`src/rtl/aes_key_expander.sv`:
```
// aes_key_expander: word-serial AES-128/192/256 key schedule engine feeding a multi-slot round-key RAM
// Ports: clk, reset (async, active-high); start/mode/slot/key job request, accepted when start && ready;
//        ready/busy engine status; rk_we/rk_addr/rk_data round-key RAM write port ({slot, round});
//        done/err one-cycle completion/rejection pulses; slot_valid per-slot complete-schedule flags.
// Build option: AES_KEYEXP_AES192_EN enables mode 01 (AES-192); otherwise mode 01 is rejected as illegal.
module aes_key_expander #(
    parameter int NUM_SLOTS = 2,
    parameter int SLOT_W    = (NUM_SLOTS > 1) ? $clog2(NUM_SLOTS) : 1
) (
    input  logic                 clk,
    input  logic                 reset,
    input  logic                 start,
    input  logic [1:0]           mode,
    input  logic [SLOT_W-1:0]    slot,
    input  logic [255:0]         key,
    output logic                 ready,
    output logic                 busy,
    output logic                 rk_we,
    output logic [SLOT_W+3:0]    rk_addr,
    output logic [127:0]         rk_data,
    output logic                 done,
    output logic                 err,
    output logic [NUM_SLOTS-1:0] slot_valid
);
    typedef enum logic {IDLE, RUN} state_t;

    localparam logic [0:255][7:0] SBOX = {
        128'h637c777bf26b6fc53001672bfed7ab76, 128'hca82c97dfa5947f0add4a2af9ca472c0,
        128'hb7fd9326363ff7cc34a5e5f171d83115, 128'h04c723c31896059a071280e2eb27b275,
        128'h09832c1a1b6e5aa0523bd6b329e32f84, 128'h53d100ed20fcb15b6acbbe394a4c58cf,
        128'hd0efaafb434d338545f9027f503c9fa8, 128'h51a3408f929d38f5bcb6da2110fff3d2,
        128'hcd0c13ec5f974417c4a77e3d645d1973, 128'h60814fdc222a908846eeb814de5e0bdb,
        128'he0323a0a4906245cc2d3ac629195e479, 128'he7c8376d8dd54ea96c56f4ea657aae08,
        128'hba78252e1ca6b4c6e8dd741f4bbd8b8a, 128'h703eb5664803f60e613557b986c11d9e,
        128'he1f8981169d98e949b1e87e9ce5528df, 128'h8ca1890dbfe6426841992d0fb054bb16
    };

    state_t                state_q, state_d;
    logic [1:0]            mode_q, mode_d;
    logic [SLOT_W-1:0]     slot_q, slot_d;
    logic [255:0]          key_q, key_d;
    logic [5:0]            i_q, i_d;
    logic [2:0]            m_q, m_d;
    logic [7:0]            rcon_q, rcon_d;
    logic [7:0][31:0]      hist_q, hist_d;
    logic                  rk_we_q, rk_we_d;
    logic [SLOT_W+3:0]     rk_addr_q, rk_addr_d;
    logic [127:0]          rk_data_q, rk_data_d;
    logic                  done_q, done_d;
    logic                  err_q, err_d;
    logic [NUM_SLOTS-1:0]  sv_q, sv_d;

    logic                  legal_mode, legal, key_phase;
    logic [2:0]            nk_last;
    logic [5:0]            last_i;
    logic [31:0]           prev, back, sub_in, sub_out, t, w;

`ifdef AES_KEYEXP_AES192_EN
    assign legal_mode = mode != 2'b11;
    assign nk_last    = mode_q == 2'b10 ? 3'd7 : mode_q == 2'b01 ? 3'd5 : 3'd3;
    assign last_i     = mode_q == 2'b10 ? 6'd59 : mode_q == 2'b01 ? 6'd51 : 6'd43;
    assign back       = mode_q == 2'b10 ? hist_q[7] : mode_q == 2'b01 ? hist_q[5] : hist_q[3];
`else
    assign legal_mode = mode == 2'b00 || mode == 2'b10;
    assign nk_last    = mode_q == 2'b10 ? 3'd7 : 3'd3;
    assign last_i     = mode_q == 2'b10 ? 6'd59 : 6'd43;
    assign back       = mode_q == 2'b10 ? hist_q[7] : hist_q[3];
`endif

    assign legal     = legal_mode && (32'(slot) < NUM_SLOTS);
    assign key_phase = i_q <= {3'd0, nk_last};
    assign prev      = hist_q[0];
    // Byte 0 sits in the low bits, so RotWord is a rotate right by one byte.
    assign sub_in    = m_q == 3'd0 ? {prev[7:0], prev[31:8]} : prev;
    assign sub_out   = {SBOX[sub_in[31:24]], SBOX[sub_in[23:16]], SBOX[sub_in[15:8]], SBOX[sub_in[7:0]]};
    assign t         = m_q == 3'd0 ? sub_out ^ {24'd0, rcon_q}
                     : (mode_q == 2'b10 && m_q == 3'd4) ? sub_out : prev;
    assign w         = key_phase ? key_q[{i_q[2:0], 5'd0} +: 32] : back ^ t;

    always_comb begin
        state_d   = state_q;
        mode_d    = mode_q;
        slot_d    = slot_q;
        key_d     = key_q;
        i_d       = i_q;
        m_d       = m_q;
        rcon_d    = rcon_q;
        hist_d    = hist_q;
        rk_we_d   = 1'b0;
        rk_addr_d = rk_addr_q;
        rk_data_d = rk_data_q;
        done_d    = 1'b0;
        err_d     = 1'b0;
        sv_d      = sv_q;
        if (state_q == IDLE) begin
            if (start && legal) begin
                state_d    = RUN;
                mode_d     = mode;
                slot_d     = slot;
                key_d      = key;
                i_d        = 6'd0;
                m_d        = 3'd0;
                rcon_d     = 8'h01;
                sv_d[slot] = 1'b0;
            end else if (start) begin
                err_d = 1'b1;
            end
        end else begin
            hist_d = {hist_q[6:0], w};
            i_d    = i_q + 6'd1;
            m_d    = m_q == nk_last ? 3'd0 : m_q + 3'd1;
            if (m_q == 3'd0 && !key_phase)
                rcon_d = {rcon_q[6:0], 1'b0} ^ (rcon_q[7] ? 8'h1b : 8'h00);
            // Every fourth word completes a round key; the newest word is still combinational.
            if (i_q[1:0] == 2'd3) begin
                rk_we_d   = 1'b1;
                rk_addr_d = {slot_q, i_q[5:2]};
                rk_data_d = {w, hist_q[0], hist_q[1], hist_q[2]};
            end
            if (i_q == last_i) begin
                state_d      = IDLE;
                done_d       = 1'b1;
                sv_d[slot_q] = 1'b1;
            end
        end
    end

    always_ff @(posedge clk or posedge reset) begin
        if (reset) begin
            state_q   <= IDLE;
            mode_q    <= 2'b00;
            slot_q    <= '0;
            key_q     <= '0;
            i_q       <= '0;
            m_q       <= '0;
            rcon_q    <= '0;
            hist_q    <= '0;
            rk_we_q   <= 1'b0;
            rk_addr_q <= '0;
            rk_data_q <= '0;
            done_q    <= 1'b0;
            err_q     <= 1'b0;
            sv_q      <= '0;
        end else begin
            state_q   <= state_d;
            mode_q    <= mode_d;
            slot_q    <= slot_d;
            key_q     <= key_d;
            i_q       <= i_d;
            m_q       <= m_d;
            rcon_q    <= rcon_d;
            hist_q    <= hist_d;
            rk_we_q   <= rk_we_d;
            rk_addr_q <= rk_addr_d;
            rk_data_q <= rk_data_d;
            done_q    <= done_d;
            err_q     <= err_d;
            sv_q      <= sv_d;
        end
    end

    assign ready      = state_q == IDLE;
    assign busy       = state_q == RUN;
    assign rk_we      = rk_we_q;
    assign rk_addr    = rk_addr_q;
    assign rk_data    = rk_data_q;
    assign done       = done_q;
    assign err        = err_q;
    assign slot_valid = sv_q;
endmodule

```
`config.mk`:
```
export PLATFORM = sky130hd
export DESIGN_NAME = aes_key_expander
export DESIGN_NICKNAME = d
export VERILOG_FILES = /design/src/rtl/aes_key_expander.sv
export SDC_FILE = /design/constraint.sdc
export NUM_CORES = 2
export LEC_CHECK = 0
export ABC_CLOCK_PERIOD_IN_PS = 22000
export CORE_ASPECT_RATIO = 1.2
export CORE_MARGIN = 2
export CORE_UTILIZATION = 40
export DETAILED_ROUTE_END_ITERATION = 10
export SLEW_MARGIN = 20
export SYNTH_ARGS = -nofsm -noshare
export SYNTH_HDL_FRONTEND = slang
export SYNTH_SLANG_ARGS = --single-unit
```
`constraint.sdc`:
```
create_clock -name clk -period 22 [get_ports clk]
set_clock_uncertainty 0.1 [all_clocks]
set_input_delay 2.2 -clock clk [delete_from_list [all_inputs] [get_ports clk]]
set_output_delay 2.2 -clock clk [all_outputs]
set_load 0.05 [all_outputs]
```
==> reports/results.txt <==
CTS tree -> built
Die Wd -> 303 um
postcts setup bufs -> 0
area delta synth->final -> 17.2%
met1 Usage GRT -> 44.7%
Tmin final -> 6660 ps
Vias/cell -> 6.43
crit start category -> flip-flop
Clk Latency, worst-skew pair -> 680 ps
Fmax -> 0.150 GHz
net count after synthesis -> 5247
Max Root-Sink Buffers -> 3
htree depth -> 3
reg2reg start -> m_q[0]$_DFFE_PP0P_
Initial Util -> 40.4%
hold-fix buffers at CTS -> 0
main flop type after synthesis -> dfrtp_1
Post-synth EDFFs -> 0
Post-Syn Instances -> 4949
Cell variety after synth -> 96
Filler Cell Count -> 10.4k
antenna-violating nets left -> 0
gr ovfl total -> 0
Setup TNS -> 0 ps
Syn Std Cell Area -> 0.0430 mm2
Post-DP HPWL -> 135000 um
first-pass GRT wire length -> 287000 um
Core ar. -> 0.107 mm2
CP top delay family -> buffers and inverters
global router's overall resource usage -> 35.0%
drt pass-1 iters -> 6
Crit-path slowest cell -> buf_4
hold path startpoint -> key_q[240]$_DFFE_PP0P_
FP Rows -> 131
Vias -> 42.1k
Synth Warn # -> 0
CTS Sinks -> 671
sequential share of the synthesized area -> 39.0%
GR peak layer -> met2
1st-iter DRT viols -> 5573
met3 GRT Util -> 9.33%
vias in the first global route -> 41.3k
status -> finished clean
WL final -> 195000 um
crit-path cells -> inv_1 > ha_1 > buf_4 > nand2b_4 > buf_4 > buf_4 > a21o_4 > buf_4 > o21ai_0 > a21boi_0 > o211ai_1 > o31ai_1 > o21ai_0 > a221oi_1 > buf_4 > nor4_1 > nor3_1
crit end category -> flip-flop
Net count, final -> 5383
worst min path class -> flip-flop to flip-flop
Critical Path AT -> 7080 ps
Critical path origin -> m_q[0]$_DFFE_PP0P_
Avg Inst Size Synth -> 8.70 um2
share of layout cells above drive strength 1 -> 13.2%
initial antenna violation count -> 7
Yosys reg bits -> 671
crit path max fanout -> 75
RSZ-0062 raised after global routing -> false
Final Wtd Congestion -> 1.03
crit path buf inv count -> 6
Max Slew Vio Count -> 0
Post-synth ARST share -> 100%
CP most frequent cell -> buf_4
required time worst endpoint -> 22420 ps
fin crit share -> 30.3%
final hold vios -> 0
DRC viols -> 0
endpoints failing setup -> 0
actual slew at the worst max-slew pin -> 1260 ps
die height -> 363 um
Port Buf Inserts -> 401
# IOs -> 402
max capacitance violation total -> 0
CTS root buffer -> clkbuf_16
worst setup path class -> flip-flop to flip-flop
post-CTS sizing -> 0
Worst path max stage delay -> 760 ps
total die area -> 0.110 mm2
Worst-path clk slew -> 60 ps
Inserted Clock Buffers -> 72
DR WL/cell -> 29.9 um
Slew headroom -> 14.7%
largest net degree at the start of global routing -> 179
M2 GR Usage -> 54.4%
-- state kept, by name, indices dropped and copies added (netlist names) --
register	cells
hist_q	224
key_q	256
rcon_q	8
slot_q	1
mode_q	2
err	1
rk_addr	5
i_q	6
rk_we	1
prev	32
done	1
busy	1
m_q	3
rk_data	128
slot_valid	2
-- cells in the mapped netlist, drive strengths merged (13+ instances only) --
cell type | number | share of area (%)
a211o | 18 | 0.37
mux2i | 120 | 2.8
ha | 36 | 1.0
buf | 191 | 2.4
a21oi | 192 | 2.3
nor3 | 102 | 1.2
inv | 47 | 0.41
o211ai | 98 | 1.7
o31ai | 29 | 0.52
nor2b | 36 | 0.52
nor2 | 242 | 2.1
o221ai | 37 | 0.75
mux4 | 74 | 3.9
a2111oi | 27 | 0.55
nand2 | 1289 | 11
clkbuf | 290 | 2.5
and3 | 25 | 0.36
mux2 | 269 | 7.1
o311ai | 41 | 0.83
xnor2 | 36 | 0.73
nand3b | 14 | 0.24
o21ai | 238 | 2.8
nor4 | 13 | 0.19
a221o | 26 | 0.60
o22ai | 36 | 0.52
nand2b | 23 | 0.33
a311oi | 30 | 0.61
o21a | 16 | 0.28
a211oi | 130 | 2.3
a31oi | 83 | 1.2
a32oi | 18 | 0.38
nand4 | 15 | 0.22
a221oi | 56 | 1.1
or3 | 16 | 0.23
a21o | 25 | 0.44
o311a | 14 | 0.33
o2111ai | 24 | 0.49
dfrtp | 671 | 39
nand3 | 97 | 1.1
a22oi | 18 | 0.31
-- cells in the final DEF (no fill, tap or decap), types with 74 or more instances in the layout --
master,Yosys,final
a211oi_1,124,124
o21ai_0,225,224
dfrtp_1,671,666
a21oi_1,187,183
clkdlybuf4s50_1,0,401
nor2_1,242,240
a31oi_1,83,83
mux2_2,267,267
buf_4,13,140
nand2_1,1288,1287
nor3_1,102,102
nand3_1,97,97
o211ai_1,97,97
mux4_2,74,74
mux2i_1,116,109
-- tightest hold or removal path: stages, from the launching register on --
cell and delay, ps:
dfrtp_1 340, nand2_1 50, nand2_1 50
-- worst paths after layout --
path                                                  to  slack (ps)  depth (start not counted)
worst min register to register    key_q[240]$_DFFE_PP0P_         370                          2
max in group asynchronous        rk_data[20]$_DFFE_PP0P_       15850                          6
worst max register to register  rk_data[109]$_DFFE_PP0P_       15340                         17
worst min-delay path              key_q[240]$_DFFE_PP0P_         370                          2
min in group asynchronous           key_q[4]$_DFFE_PP0P_        1990                          2
worst max-delay path            rk_data[109]$_DFFE_PP0P_       15340                         17
-- final cells by class --
cell class | count | area [um2] | area share (%)
clock inverters | 28 | 395 | 0.783
well taps | 1396 | 1750 | 3.46
repair buffers | 543 | 5110 | 10.1
clock buffers | 101 | 2000 | 3.96
diodes | 5 | 12.5 | 0.0248
flip-flops and latches | 671 | 16800 | 33.3
multi-input cells | 3745 | 24200 | 47.9
inverters | 52 | 205 | 0.407
-- kinds of logic (layout without fill, tap and decap cells) --
family	after synthesis	count (layout)	synth area share [%]
flip-flops	671	671	39.0
other	0	5	0
XOR/XNOR	46	46	0.936
multiplexers	463	463	13.8
buffers and inverters	533	724	5.35
adder cells (fa/ha/maj)	36	36	1.05
AO/OA/AOI/OAI	1264	1264	20.8
AND/OR/NAND/NOR	1936	1936	19.1
-- metal layers --
metal  share of wire (%)  up-vias
met2                  45     2398
met3                 9.7      586
li1                    -    18263
met5               0.022        -
met1                  39    20832
met4                 6.1        6
-- metrics by stage --
step	area [um2]	setup WS, ps	utilization [%]	std cells	hold WS (ps)
final	50500	15340	47.4	6541	369
after global routing	50500	15080	47.4	6539	384
after CTS	50400	15620	47.3	6535	373
after detailed placement	48000	14930	45.1	6406	358
after global placement	48000	14990	45.1	6406	353
after floorplan	43000	892	-	4949	338
Power is not shown: default switching activity piles up to over one toggle a cycle in this logic, so the estimate is an artifact.
